### src/rtl/alu_pkg.sv
// Shared definitions for the two-requester ALU arbiter: ALU opcodes and
// the sequencer state encoding.
package alu_pkg;

  localparam logic [3:0] ALU_ADD = 4'b0000;
  localparam logic [3:0] ALU_AND = 4'b0001;
  localparam logic [3:0] ALU_OR  = 4'b0010;
  localparam logic [3:0] ALU_SLL = 4'b0011;
  localparam logic [3:0] ALU_SLT = 4'b0100;
  localparam logic [3:0] ALU_SRL = 4'b0101;
  localparam logic [3:0] ALU_SUB = 4'b0110;
  localparam logic [3:0] ALU_XOR = 4'b0111;
  localparam logic [3:0] ALU_BEQ = 4'b1000;
  localparam logic [3:0] ALU_BNE = 4'b1001;

  typedef enum logic [1:0] {
    ST_IDLE = 2'd0,
    ST_EXEC = 2'd1,
    ST_RESP = 2'd2
  } state_t;

endpackage

### src/rtl/alu_core.sv
// Purely combinational integer ALU: (a, b, op) -> (result, zero).
// Unknown opcodes give result 0 and zero 0.
module alu_core
  import alu_pkg::*;
#(
  parameter int WIDTH = 32
) (
  input  logic [WIDTH-1:0] a,
  input  logic [WIDTH-1:0] b,
  input  logic [3:0]       op,
  output logic [WIDTH-1:0] result,
  output logic             zero
);

  localparam int SH_W = $clog2(WIDTH);

  // Shifts use the full unsigned B, so anything >= WIDTH clears the result.
  logic shift_oob;
  assign shift_oob = (b >= WIDTH'(WIDTH));

  always_comb begin
    // NOTE: every output gets a default before the case so no path leaves it unassigned (no latch).
    result = '0;
    zero   = 1'b0;
    case (op)
      ALU_ADD: result = a + b;
      ALU_AND: result = a & b;
      ALU_OR:  result = a | b;
      ALU_SLL: result = shift_oob ? '0 : (a << b[SH_W-1:0]);
      ALU_SLT: result = {{(WIDTH-1){1'b0}}, ($signed(a) < $signed(b))};
      ALU_SRL: result = shift_oob ? '0 : (a >> b[SH_W-1:0]);
      ALU_SUB: result = a - b;
      ALU_XOR: result = a ^ b;
      ALU_BEQ: zero   = (a == b);
      ALU_BNE: zero   = (a != b);
      default: ;
    endcase
  end

endmodule

### src/rtl/alu_arbiter.sv
// Shares one ALU between two requesters with round-robin arbitration;
// one operation in flight: capture operands -> compute -> hold response.
module alu_arbiter
  import alu_pkg::*;
#(
  parameter int WIDTH = 32,
  parameter int CNT_W = 16
) (
  input  logic             clk,
  input  logic             reset,
  input  logic             req0_valid,
  output logic             req0_ready,
  input  logic [WIDTH-1:0] req0_a,
  input  logic [WIDTH-1:0] req0_b,
  input  logic [3:0]       req0_op,
  input  logic             req1_valid,
  output logic             req1_ready,
  input  logic [WIDTH-1:0] req1_a,
  input  logic [WIDTH-1:0] req1_b,
  input  logic [3:0]       req1_op,
  output logic             rsp_valid,
  input  logic             rsp_ready,
  output logic             rsp_id,
  output logic [WIDTH-1:0] rsp_result,
  output logic             rsp_zero,
  output logic [CNT_W-1:0] op_count
);

  localparam logic [CNT_W-1:0] CNT_ONE = CNT_W'(1);

  state_t           state;
  logic             last_grant;
  logic             grant0;
  logic             grant1;
  logic [WIDTH-1:0] op_a;
  logic [WIDTH-1:0] op_b;
  logic [3:0]       op_code;
  logic             op_id;
  logic [WIDTH-1:0] alu_result;
  logic             alu_zero;

  // Grants are combinational in IDLE; on contention the requester that did
  // not win last time goes first.
  always_comb begin
    grant0 = 1'b0;
    grant1 = 1'b0;
    if (state == ST_IDLE && !reset) begin
      if (req0_valid && req1_valid) begin
        grant0 = last_grant;
        grant1 = !last_grant;
      end else begin
        grant0 = req0_valid;
        grant1 = req1_valid;
      end
    end
  end

  assign req0_ready = grant0;
  assign req1_ready = grant1;

  alu_core #(.WIDTH(WIDTH)) u_alu_core (
    .a      (op_a),
    .b      (op_b),
    .op     (op_code),
    .result (alu_result),
    .zero   (alu_zero)
  );

  // NOTE: operand registers carry no reset; they are only read in EXEC, which is always entered through a grant that loads them.
  always_ff @(posedge clk) begin
    if (grant0 || grant1) begin
      op_a    <= grant1 ? req1_a  : req0_a;
      op_b    <= grant1 ? req1_b  : req0_b;
      op_code <= grant1 ? req1_op : req0_op;
      op_id   <= grant1;
    end
  end

  // NOTE: all sequential state uses non-blocking assignments so every register samples pre-edge values.
  always_ff @(posedge clk) begin
    if (reset) begin
      state      <= ST_IDLE;
      last_grant <= 1'b1;
      rsp_valid  <= 1'b0;
      rsp_id     <= 1'b0;
      rsp_result <= '0;
      rsp_zero   <= 1'b0;
      op_count   <= '0;
    end else begin
      case (state)
        ST_IDLE: begin
          if (grant0 || grant1) begin
            last_grant <= grant1;
            state      <= ST_EXEC;
          end
        end
        ST_EXEC: begin
          rsp_result <= alu_result;
          rsp_zero   <= alu_zero;
          rsp_id     <= op_id;
          rsp_valid  <= 1'b1;
          state      <= ST_RESP;
        end
        ST_RESP: begin
          // Response stays frozen until consumed; no grant in the consume cycle.
          if (rsp_ready) begin
            rsp_valid <= 1'b0;
            op_count  <= op_count + CNT_ONE;
            state     <= ST_IDLE;
          end
        end
        default: state <= ST_IDLE;
      endcase
    end
  end

endmodule

### config.mk
export PLATFORM = sky130hd
export DESIGN_NAME = alu_arbiter
export DESIGN_NICKNAME = d
export VERILOG_FILES = /design/src/rtl/alu_pkg.sv /design/src/rtl/alu_core.sv /design/src/rtl/alu_arbiter.sv
export SDC_FILE = /design/constraint.sdc
export NUM_CORES = 1
export LEC_CHECK = 0
export BUFFER_PORTS_ARGS = -buffer_cell sky130_fd_sc_hd__buf_2
export CAP_MARGIN = 10
export CORE_ASPECT_RATIO = 0.9
export CORE_MARGIN = 8
export CORE_UTILIZATION = 40
export DETAILED_ROUTE_END_ITERATION = 7
export PLACE_DENSITY_LB_ADDON = 0.25
export SLEW_MARGIN = 20
export SYNTH_ARGS = -nofsm -noshare
export SYNTH_HDL_FRONTEND = slang
export SYNTH_HIERARCHICAL = 1
export SYNTH_SLANG_ARGS = --single-unit
### constraint.sdc
create_clock -name clk -period 4.95 [get_ports clk]
set_clock_uncertainty 0.05 [all_clocks]
set_input_delay 0.99 -clock clk [delete_from_list [all_inputs] [get_ports clk]]
set_output_delay 0.99 -clock clk [all_outputs]
set_load 0.01 [all_outputs]
==> results.sh, run 1 <==
export IMPL_status="completed"
export IMPL_ys_top_cells_by_count="176 x nor2_1, 175 x nand2_1, 147 x a21oi_1"
export IMPL_cp_max_fo=7
export IMPL_htreeDepth=4
export IMPL_clk_pin_slew_ns=0.06
export IMPL_worstHoldPathType="register to register"
export IMPL_grt_overflow=0
export IMPL_rsz0062_at_grt="no"
export IMPL_critPathTopFamily="compound AO/OA/AOI/OAI gates"
export IMPL_drc=0
export IMPL_yosys_top_cells_area="edfxtp_1 15%, ha_1 9.4%, dfxtp_1 7.9%"
export IMPL_routed_wl_um=57100
export IMPL_ys_async_sr_fraction_pct=0
export IMPL_cts_setup_buffers=0
export IMPL_port_buffers=193
export IMPL_clk_latency_ns=0.44
export IMPL_grt_pass1_vias=13800
export IMPL_hold_violations=0
export IMPL_finalSetupViolations=0
export IMPL_leakagePower_uw=0.00659
export IMPL_floorplan_die_area_sq_um=40400
export IMPL_vdd_drop_max_mv=0.276
export IMPL_use_met3_pct=6.25
export IMPL_worst_pin_slew_ns=0.991
export IMPL_synth_most_common_cell="nor2_1"
export IMPL_syn_area_sq_um=13700
export IMPL_synthCells=1676
export IMPL_gr_usage_met1_pct=37.0
export IMPL_syn_avg_cell_area_sq_um=8.18
export IMPL_drv_cap=0
export IMPL_slew_headroom_pct=34.0
export IMPL_syn_num_nets=1922
export IMPL_dp_hpwl_um=44300
export IMPL_cp_cell_sequence="ha_1 -> inv_1 -> fa_1 -> nor2b_1 -> o31a_1 -> o221a_2 -> o21ai_2 -> o311a_1 -> o31ai_1 -> a21oi_1 -> a221oi_2 -> o32ai_1 -> nand2_1 -> a21oi_1"
export IMPL_power_uw=4080
export IMPL_ys_warn_count=6
export IMPL_grt_max_degree=83
export IMPL_grt_first_pass_wirelength_um=85800
export IMPL_slowest_stage="o31ai_1"
export IMPL_path_class="register to register"
export IMPL_track_usage_pct=27.9
export IMPL_rows=64
export IMPL_synth_flop_cell="edfxtp_1"
export IMPL_synth_top_cell_by_area="edfxtp_1"
export IMPL_cts_resized=0
export IMPL_io_pins=194
export IMPL_fin_tns_setup_ns=0
export IMPL_critPathArrivalTime_ns=4.31
export IMPL_tritoncts="yes"
export IMPL_synth_seq_cells=123
export IMPL_core_area_sq_um=33900
export IMPL_cts_sinks=123
export IMPL_max_stage_delay_ns=0.57
export IMPL_yosysUniqueCellTypes=86
export IMPL_timing_rr_start="op_a[0]$_DFFE_PP_"
export IMPL_antenna_found_initial=0
export IMPL_required_ns=5.20
export IMPL_crit_path_frequent_cell="a21oi_1"
export IMPL_synth_top_area_share_pct=15.1
export IMPL_ant_nets=0
export IMPL_gp_congestion=0.985
export IMPL_period_minus_slack_ns=4.06
export IMPL_fmax_mhz=246
export IMPL_hold_buffers=0
export IMPL_cts_path_max_buffers=2
export IMPL_busiest_layer="met2"
export IMPL_powerDensity_nw_per_um2=258
export IMPL_initial_core_util_pct=40.5
export IMPL_crit_buf_inv=1
export IMPL_report_final_slew_viol_count=0
export IMPL_vias_per_cell=6.18
export IMPL_synth_edf_count=69
export IMPL_dieWidth_um=211
export IMPL_vias=14200
export IMPL_worst_setup_path_end_kind="register"
export IMPL_synth_seq_area_share_pct=23.0
export IMPL_min_from="rsp_result[26]$_SDFFE_PP0P_"
export IMPL_die_y_um=192
export IMPL_layout_drive_gt1_share_pct=22.8
export IMPL_numCtsBuffers=17
export IMPL_startpoint_type="register"
export IMPL_cp_startpoint="op_a[0]$_DFFE_PP_"
export IMPL_drt_wirelength_per_cell_um=24.9
export IMPL_area_growth_pct=15.2
export IMPL_finalCritPeriodShare_pct=82.1
export IMPL_grt_use_met2_pct=43.5
export IMPL_fin_nets=2067
export IMPL_cts_root_buf="clkbuf_16"
export IMPL_dr_pass1_iters=6
export IMPL_drt_iter0_markers=1635
-- state kept, by name (all words and copies together), names as in the netlist, 2 cells and up --
signal / count
op_a: 32
op_b: 32
op_code: 4
op_count: 16
rsp_result: 32
state: 2
-- kinds of logic (layout without fill, tap and decap cells) --
group | after synthesis | in the layout | share of synthesized area (%)
flip-flops | 123 | 123 | 23.0
XOR/XNOR | 18 | 18 | 1.15
AND/OR/NAND/NOR | 530 | 530 | 17.6
adder cells (fa/ha/maj) | 105 | 105 | 9.70
AO/OA/AOI/OAI | 504 | 504 | 24.2
other | 0 | 1 | 0
buffers and inverters | 225 | 383 | 6.95
multiplexers | 171 | 171 | 17.4
-- worst reg2reg max path: stages, from the launching register on --
cell and delay [ns]:
edfxtp_1 0.50, ha_1 0.32, inv_1 0.08, fa_1 0.43, nor2b_1 0.21, o31a_1 0.25, o221a_2 0.27, o21ai_2 0.11
o311a_1 0.39, o31ai_1 0.57, a21oi_1 0.26, a221oi_2 0.25, o32ai_1 0.12, nand2_1 0.07, a21oi_1 0.06
-- placed cells by master, fill, tap and decap left out, types with 8 or more instances in the layout --
cell and instances:
a21o_1 16, o221ai_1 15, o311ai_0 8, o21ai_1 9, or3_1 18, nor2b_1 14
edfxtp_1 69, buf_2 193, nand2_1 175, dfxtp_1 54, a211oi_1 25, nor4_1 17
and3_1 12, nand3_1 30, a22oi_1 11, o21bai_1 13, o211ai_1 14, mux2_1 12
o21ai_0 84, nor2_1 176, buf_4 49, clkbuf_16 20, nor3_1 36, a31oi_1 20
ha_1 103, mux2i_1 50, o22ai_1 26, xnor2_1 13, a211o_1 8, mux4_2 46
mux2_2 63, o21a_1 8, inv_1 102, a21oi_1 147, nand2b_1 17, o31ai_1 14
a221oi_1 25
-- layout make-up --
class,count,area [sq um]
repair buffers,245,1400
clock inverters,9,92.6
well taps,462,578
multi-input cells,1328,9630
diodes,1,2.50
fillers,3426,18100
flip-flops and latches,123,3150
inverters,106,398
clock buffers,23,532
-- power breakdown --
part	total (uW)	internal, uW	leakage, uW	switching [uW]
clock	1320	815	0.000311	509
sequential	1230	1160	0.00109	75.8
combinational	1530	560	0.00519	965
total	4080	2530	0.00659	1550
-- per-stage QoR --
stage	utilization (%)	hold WS, ns	area (sq um)	cells	worst slack [ns]
after global placement	44.7	0.395	15100	2263	1.07
after CTS	46.5	0.408	15800	2295	1.00
after detailed placement	44.7	0.398	15100	2263	1.04
after floorplan	-	0.421	13700	1676	1.02
after global routing	46.6	0.428	15800	2296	0.688
final	46.6	0.402	15800	2297	0.887
-- routing by layer --
metal | wire (um) | share of wire [%]
met1 | 24600 | 43
met2 | 25600 | 45
met3 | 4590 | 8.0
met4 | 2310 | 4.0
met5 | 0 | 0
-- worst paths after layout --
path | endpoint | slack (ns) | depth (start not counted)
setup / recovery | rsp_result[30]$_SDFFE_PP0P_ | 0.89 | 14
hold / removal | rsp_result[26]$_SDFFE_PP0P_ | 0.40 | 2
setup reg to reg | rsp_result[30]$_SDFFE_PP0P_ | 0.89 | 14
hold reg to reg | rsp_result[26]$_SDFFE_PP0P_ | 0.40 | 2
No activity file was read; power rests on OpenSTA's default activity.
==> inputs of run 2 (changes only) <==
Clock period 4.95 ns to 4 ns, I/O delays scaled along.
==> run 2 against run 1 <==
  * Combinational power is 29% higher
  * Sequential share of layout area is 0.42 points lower
  * Setup slack worse by 0.53 ns
  * Fmax is 12% higher
  * Global-route usage is 1.7 points higher
  * Wire length is 5.6% higher
  * Sequential power is 24% higher
  * Critical path type unchanged
  * Final cell count is 2.1% higher
==> results.sh, run 2 (synthesis gave the netlist of run 1 again) <==
export IMPL_initial_core_util_pct=40.5
export IMPL_cts_path_max_buffers=2
export IMPL_critPathArrivalTime_ns=3.90
export IMPL_grt_first_pass_wirelength_um=90900
export IMPL_grt_pass1_vias=14300
export IMPL_fin_nets=2115
export IMPL_tritoncts="yes"
export IMPL_dp_hpwl_um=46800
export IMPL_holdWs_ns=0.402
export IMPL_drt_iter0_markers=1759
export IMPL_hold_violations=0
export IMPL_dr_pass1_iters=8
export IMPL_largestRegisters="op_a x32, op_b x32, rsp_result x32"
export IMPL_finalCritPeriodShare_pct=91.0
export IMPL_floorplan_die_area_sq_um=40400
export IMPL_layout_drive_gt1_share_pct=24.7
export IMPL_vdd_drop_max_mv=0.289
export IMPL_fin_tns_setup_ns=0
export IMPL_port_buffers=193
export IMPL_highest_layer="met5"
export IMPL_finalSetupViolations=0
export IMPL_max_stage_delay_ns=0.39
export IMPL_vias=14600
export IMPL_vias_per_cell=6.24
export IMPL_period_minus_slack_ns=3.64
export IMPL_area_growth_pct=17.7
export IMPL_drv_cap=0
export IMPL_mostFrequentLayoutCells="193 x buf_2, 176 x nor2_1, 175 x nand2_1, 147 x a21oi_1, 103 x ha_1"
export IMPL_dieWidth_um=211
export IMPL_core_area_sq_um=33900
export IMPL_wl_met3_um=5370
export IMPL_layout_cells_most_common="buf_2"
export IMPL_drt_wirelength_per_cell_um=25.7
export IMPL_slew_headroom_pct=47.3
export IMPL_fmax_mhz=275
export IMPL_clk_latency_ns=0.46
export IMPL_routed_wl_um=60300
export IMPL_status="completed"
export IMPL_path_class="register to register"
export IMPL_holdPathStages=2
export IMPL_die_y_um=192
export IMPL_report_final_slew_viol_count=0
export IMPL_grt_max_degree=71
export IMPL_dr_wl_met2_um=26900
export IMPL_cp_cell_sequence="inv_1 -> ha_1 -> inv_1 -> fa_1 -> a311o_1 -> a221o_1 -> o211ai_1 -> nand3_1 -> a21oi_1 -> o31ai_1 -> a221oi_2 -> o32ai_1 -> nand2_1 -> a21oi_1"
export IMPL_postPlaceCellArea_sq_um=15500
export IMPL_setup_ws_ns=0.361
export IMPL_reg2reg_depth=14
export IMPL_gp_congestion=1.01
export IMPL_cts_sinks=123
export IMPL_required_ns=4.26
export IMPL_slowest_stage="edfxtp_1"
export IMPL_worst_pin_slew_ns=0.787
export IMPL_io_pins=194
export IMPL_powerDensity_nw_per_um2=315
export IMPL_numCtsBuffers=17
export IMPL_cts_root_buf="clkbuf_16"
export IMPL_antenna_found_initial=2
export IMPL_drc=0
export IMPL_dp_slack_ns=0.405
export IMPL_rows=64
export IMPL_crit_buf_inv=2
export IMPL_critPathTopFamily="compound AO/OA/AOI/OAI gates"
export IMPL_worstHoldPathType="register to register"
export IMPL_hold_buffers=0
export IMPL_wl_met1_um=25000
export IMPL_cp_depth=14
export IMPL_rrSetupSlack_ns=0.36
export IMPL_htreeDepth=4
export IMPL_clk_pin_slew_ns=0.06
export IMPL_leakagePower_uw=0.00679
export IMPL_worst_setup_path_end_kind="register"
export IMPL_ant_nets=0
export IMPL_cp_max_fo=4
export IMPL_grt_overflow=0
export IMPL_track_usage_pct=29.6
export IMPL_design_area_sq_um=16100
export IMPL_rsz0062_at_grt="no"
export IMPL_startpoint_type="register"
run 2: cell types whose count changed in the layout (fill, tap and decap cells not counted):
cell | previous run | this run
bufinv_16 | 1 | 2
clkinv_2 | 0 | 2
a2111oi_0 | 1 | 0
a2111oi_1 | 1 | 2
buf_12 | 2 | 5
buf_4 | 49 | 95
inv_6 | 3 | 0
clkbuf_16 | 20 | 17
inv_4 | 3 | 0
clkbuf_1 | 1 | 3
buf_16 | 1 | 0
clkinvlp_4 | 0 | 4
run 2: final cells by class:
cell class	instances	area, sq um
Fill cell	3354	17700
Multi-Input combinational cell	1328	9630
Sequential cell	123	3150
Timing Repair Buffer	293	1780
Tap cell	462	578
Clock buffer	22	464
Inverter	106	398
Clock inverter	10	118
Antenna cell	1	2.50
run 2: final timing paths:
kind                                  to                         from
max          rsp_result[30]$_SDFFE_PP0P_            op_a[0]$_DFFE_PP_
min          rsp_result[28]$_SDFFE_PP0P_  rsp_result[28]$_SDFFE_PP0P_
max reg2reg  rsp_result[30]$_SDFFE_PP0P_            op_a[0]$_DFFE_PP_
min reg2reg  rsp_result[28]$_SDFFE_PP0P_  rsp_result[28]$_SDFFE_PP0P_
run 2: layer usage:
metal	track usage, %	vias up
li1	-	6596
met1	38.6	7082
met2	46.5	809
met3	6.35	146
met4	13.8	2
met5	0	-
run 2: power by group:
part           internal [uW]  switching [uW]  leakage [uW]
Combinational            746            1220       0.00543
Sequential              1430            91.2       0.00109
Clock                    947             637      0.000272
run 2: through the flow:
stage	utilization [%]	cells	power, uW
after floorplan	-	1676	2750
after global placement	45.9	2312	3460
after detailed placement	45.9	2312	3460
after CTS	47.6	2344	5060
after global routing	47.6	2344	5310
final	47.6	2345	5070
run 2: what timing repair did:
action	CTS	global route
endpoints found under the setup margin	0	1
gates resized for setup	0	1
buffers inserted	0	0
run 2: tightest hold or removal path, delay by kind of cell (launching register included):
kind,cells,cell delay (ns)
flip-flops,1,0.31
AND/OR/NAND/NOR,1,0.05
AO/OA/AOI/OAI,1,0.05
==> inputs of run 3 (changes only) <==
Settings changed: CTS_BUF_LIST from default to sky130_fd_sc_hd__clkbuf_4.
Clock period 4 ns to 3.8 ns, I/O delays scaled along.
==> run 3 against run 2 <==
  * The run now ends with DRC left
  * Power is 5.4% lower
  * Via count is 1.2% lower
  * Worst hold slack worse by 0.041 ns
  * Critical path depth unchanged
  * Sequential power is 6% higher
  * Global-route usage shrank 0.39 points
  * Die area did not move
  * Count of clock-buffer cells in the layout fell by 5
  * Largest power group unchanged
==> results.sh, run 3 (synthesis gave the netlist of run 1 again) <==
export IMPL_leakagePower_uw=0.00682
export IMPL_initial_core_util_pct=40.5
export IMPL_status="finished with violations"
export IMPL_die_y_um=192
export IMPL_critPathTopFamily="compound AO/OA/AOI/OAI gates"
export IMPL_r2r_end="rsp_result[0]$_SDFFE_PP0P_"
export IMPL_powerDensity_nw_per_um2=298
export IMPL_hold_buffers=0
export IMPL_dp_cells=2335
export IMPL_grt_first_pass_wirelength_um=89600
export IMPL_worstHoldPathType="primary input to register"
export IMPL_cp_startpoint="op_b[0]$_DFFE_PP_"
export IMPL_hold_path_end="op_code[1]$_DFFE_PP_"
export IMPL_grt_overflow=0
export IMPL_fin_nets=2138
export IMPL_drt_wirelength_per_cell_um=25.2
export IMPL_drc=1
export IMPL_cts_root_buf="clkbuf_4"
export IMPL_period_minus_slack_ns=3.70
export IMPL_slowest_stage="o21ai_0"
export IMPL_htreeDepth=4
export IMPL_cp_max_fo=39
export IMPL_dieWidth_um=211
export IMPL_stdcell_count=2369
export IMPL_hold_violations=0
export IMPL_antenna_found_initial=1
export IMPL_path_class="register to register"
export IMPL_regArea_sq_um=3150
export IMPL_cts_setup_buffers=0
export IMPL_vdd_drop_max_mv=0.345
export IMPL_min_from="req1_op[1]"
export IMPL_max_stage_delay_ns=0.60
export IMPL_cts_sinks=123
export IMPL_finalCritPeriodShare_pct=97.3
export IMPL_fmax_mhz=271
export IMPL_cts_path_max_buffers=2
export IMPL_vias_per_cell=6.11
export IMPL_fill_cells=3472
export IMPL_vias=14500
export IMPL_tritoncts="yes"
export IMPL_core_area_sq_um=33900
export IMPL_slew_headroom_pct=25.8
export IMPL_largestRegisters="op_a x32, op_b x32, rsp_result x32"
export IMPL_rsz0062_at_grt="yes"
export IMPL_mostFrequentLayoutCells="193 x buf_2, 176 x nor2_1, 175 x nand2_1, 147 x a21oi_1, 115 x buf_4"
export IMPL_violations="DRC"
export IMPL_drt_iter0_markers=1371
export IMPL_layout_drive_gt1_share_pct=25.7
export IMPL_routed_wl_um=59600
export IMPL_report_final_slew_viol_count=0
export IMPL_dr_pass1_iters=7
export IMPL_clk_latency_ns=0.63
export IMPL_floorplan_die_area_sq_um=40400
export IMPL_reg2reg_depth=14
export IMPL_track_usage_pct=29.2
export IMPL_cp_cell_sequence="buf_12 -> inv_1 -> buf_12 -> mux2i_1 -> mux2i_1 -> nor2_1 -> a21oi_1 -> o22ai_1 -> a31oi_1 -> o21ai_0 -> buf_4 -> a311o_1 -> nand2_1 -> a21oi_1"
export IMPL_numCtsBuffers=17
export IMPL_port_buffers=193
export IMPL_multi_input_area_sq_um=9640
export IMPL_worst_pin_slew_ns=1.10
export IMPL_holdWs_ns=0.361
export IMPL_startpoint_type="register"
export IMPL_drv_cap=0
export IMPL_dp_hpwl_um=47100
export IMPL_gp_congestion=0.992
export IMPL_io_pins=194
export IMPL_clk_pin_slew_ns=0.12
export IMPL_finish_utilization_pct=47.5
export IMPL_finalSetupViolations=0
export IMPL_grt_max_degree=71
export IMPL_ant_nets=0
export IMPL_holdPathStages=2
export IMPL_grt_pass1_vias=14300
export IMPL_rrSetupSlack_ns=0.10
export IMPL_crit_buf_inv=4
export IMPL_area_growth_pct=17.4
export IMPL_worst_setup_path_end_kind="register"
export IMPL_required_ns=4.31
export IMPL_timing_rr_start="op_b[0]$_DFFE_PP_"
export IMPL_rows=64
export IMPL_critPathArrivalTime_ns=4.20
export IMPL_layout_cells_most_common="buf_2"
-- run 3: cell types whose count changed in the layout (fill, tap and decap cells not counted), moves of 2 or more --
cell / delta
bufinv_16: +2
inv_2: +2
clkbuf_8: -2
buf_4: +20
buf_12: +3
clkinvlp_4: -4
clkbuf_1: -3
inv_6: +3
clkbuf_16: -17
clkbuf_4: +17
-- run 3: final cells by class --
type / count / area share [%]
multi-input cells: 1328 / 59.9
diodes: 2 / 0.0311
repair buffers: 316 / 12.4
clock buffers: 17 / 0.794
clock inverters: 15 / 1.21
inverters: 106 / 2.47
well taps: 462 / 3.59
flip-flops and latches: 123 / 19.6
-- run 3: power breakdown --
group / internal, uW / switching (uW) / total [uW] / leakage (uW)
Clock: 524 / 569 / 1090 / 0.000179
Sequential: 1500 / 102 / 1610 / 0.00109
Combinational: 819 / 1280 / 2100 / 0.00556
Total: 2850 / 1950 / 4800 / 0.00682
-- run 3: per-layer routing --
layer | wire (um) | track usage, %
met5 | 0 | 0
met4 | 2530 | 12.3
met3 | 4170 | 5.56
met2 | 27100 | 46.7
met1 | 25800 | 38.4
-- run 3: how the worst max path moves through the flow --
stage                                  end  slack, ns  cells after the start
3_3_place_gp   rsp_result[25]$_SDFFE_PP0P_       0.26                     14
5_1_grt        rsp_result[24]$_SDFFE_PP0P_    -0.0005                     13
6_report        rsp_result[0]$_SDFFE_PP0P_       0.10                     14
4_1_cts        rsp_result[30]$_SDFFE_PP0P_       0.22                     14
3_5_place_dp   rsp_result[30]$_SDFFE_PP0P_       0.24                     14
2_1_floorplan  rsp_result[14]$_SDFFE_PP0P_       0.03                     18
-- run 3: stage by stage --
stage | setup TNS, ns | worst slack (ns) | total power (uW) | instance area [sq um]
final | 0 | 0.103 | 4800 | 16100
after global routing | -0.000522 | -0.000522 | 5050 | 16100
after CTS | 0 | 0.223 | 4800 | 16100
after detailed placement | 0 | 0.239 | 3680 | 15700
after global placement | 0 | 0.259 | 3680 | 15700
after floorplan | 0 | 0.0300 | 2890 | 13700
-- run 3: what timing repair did --
item	in CTS	in global routing
endpoints found under the setup margin	0	9
gates resized for setup	0	3
endpoints found under the hold margin	0	0
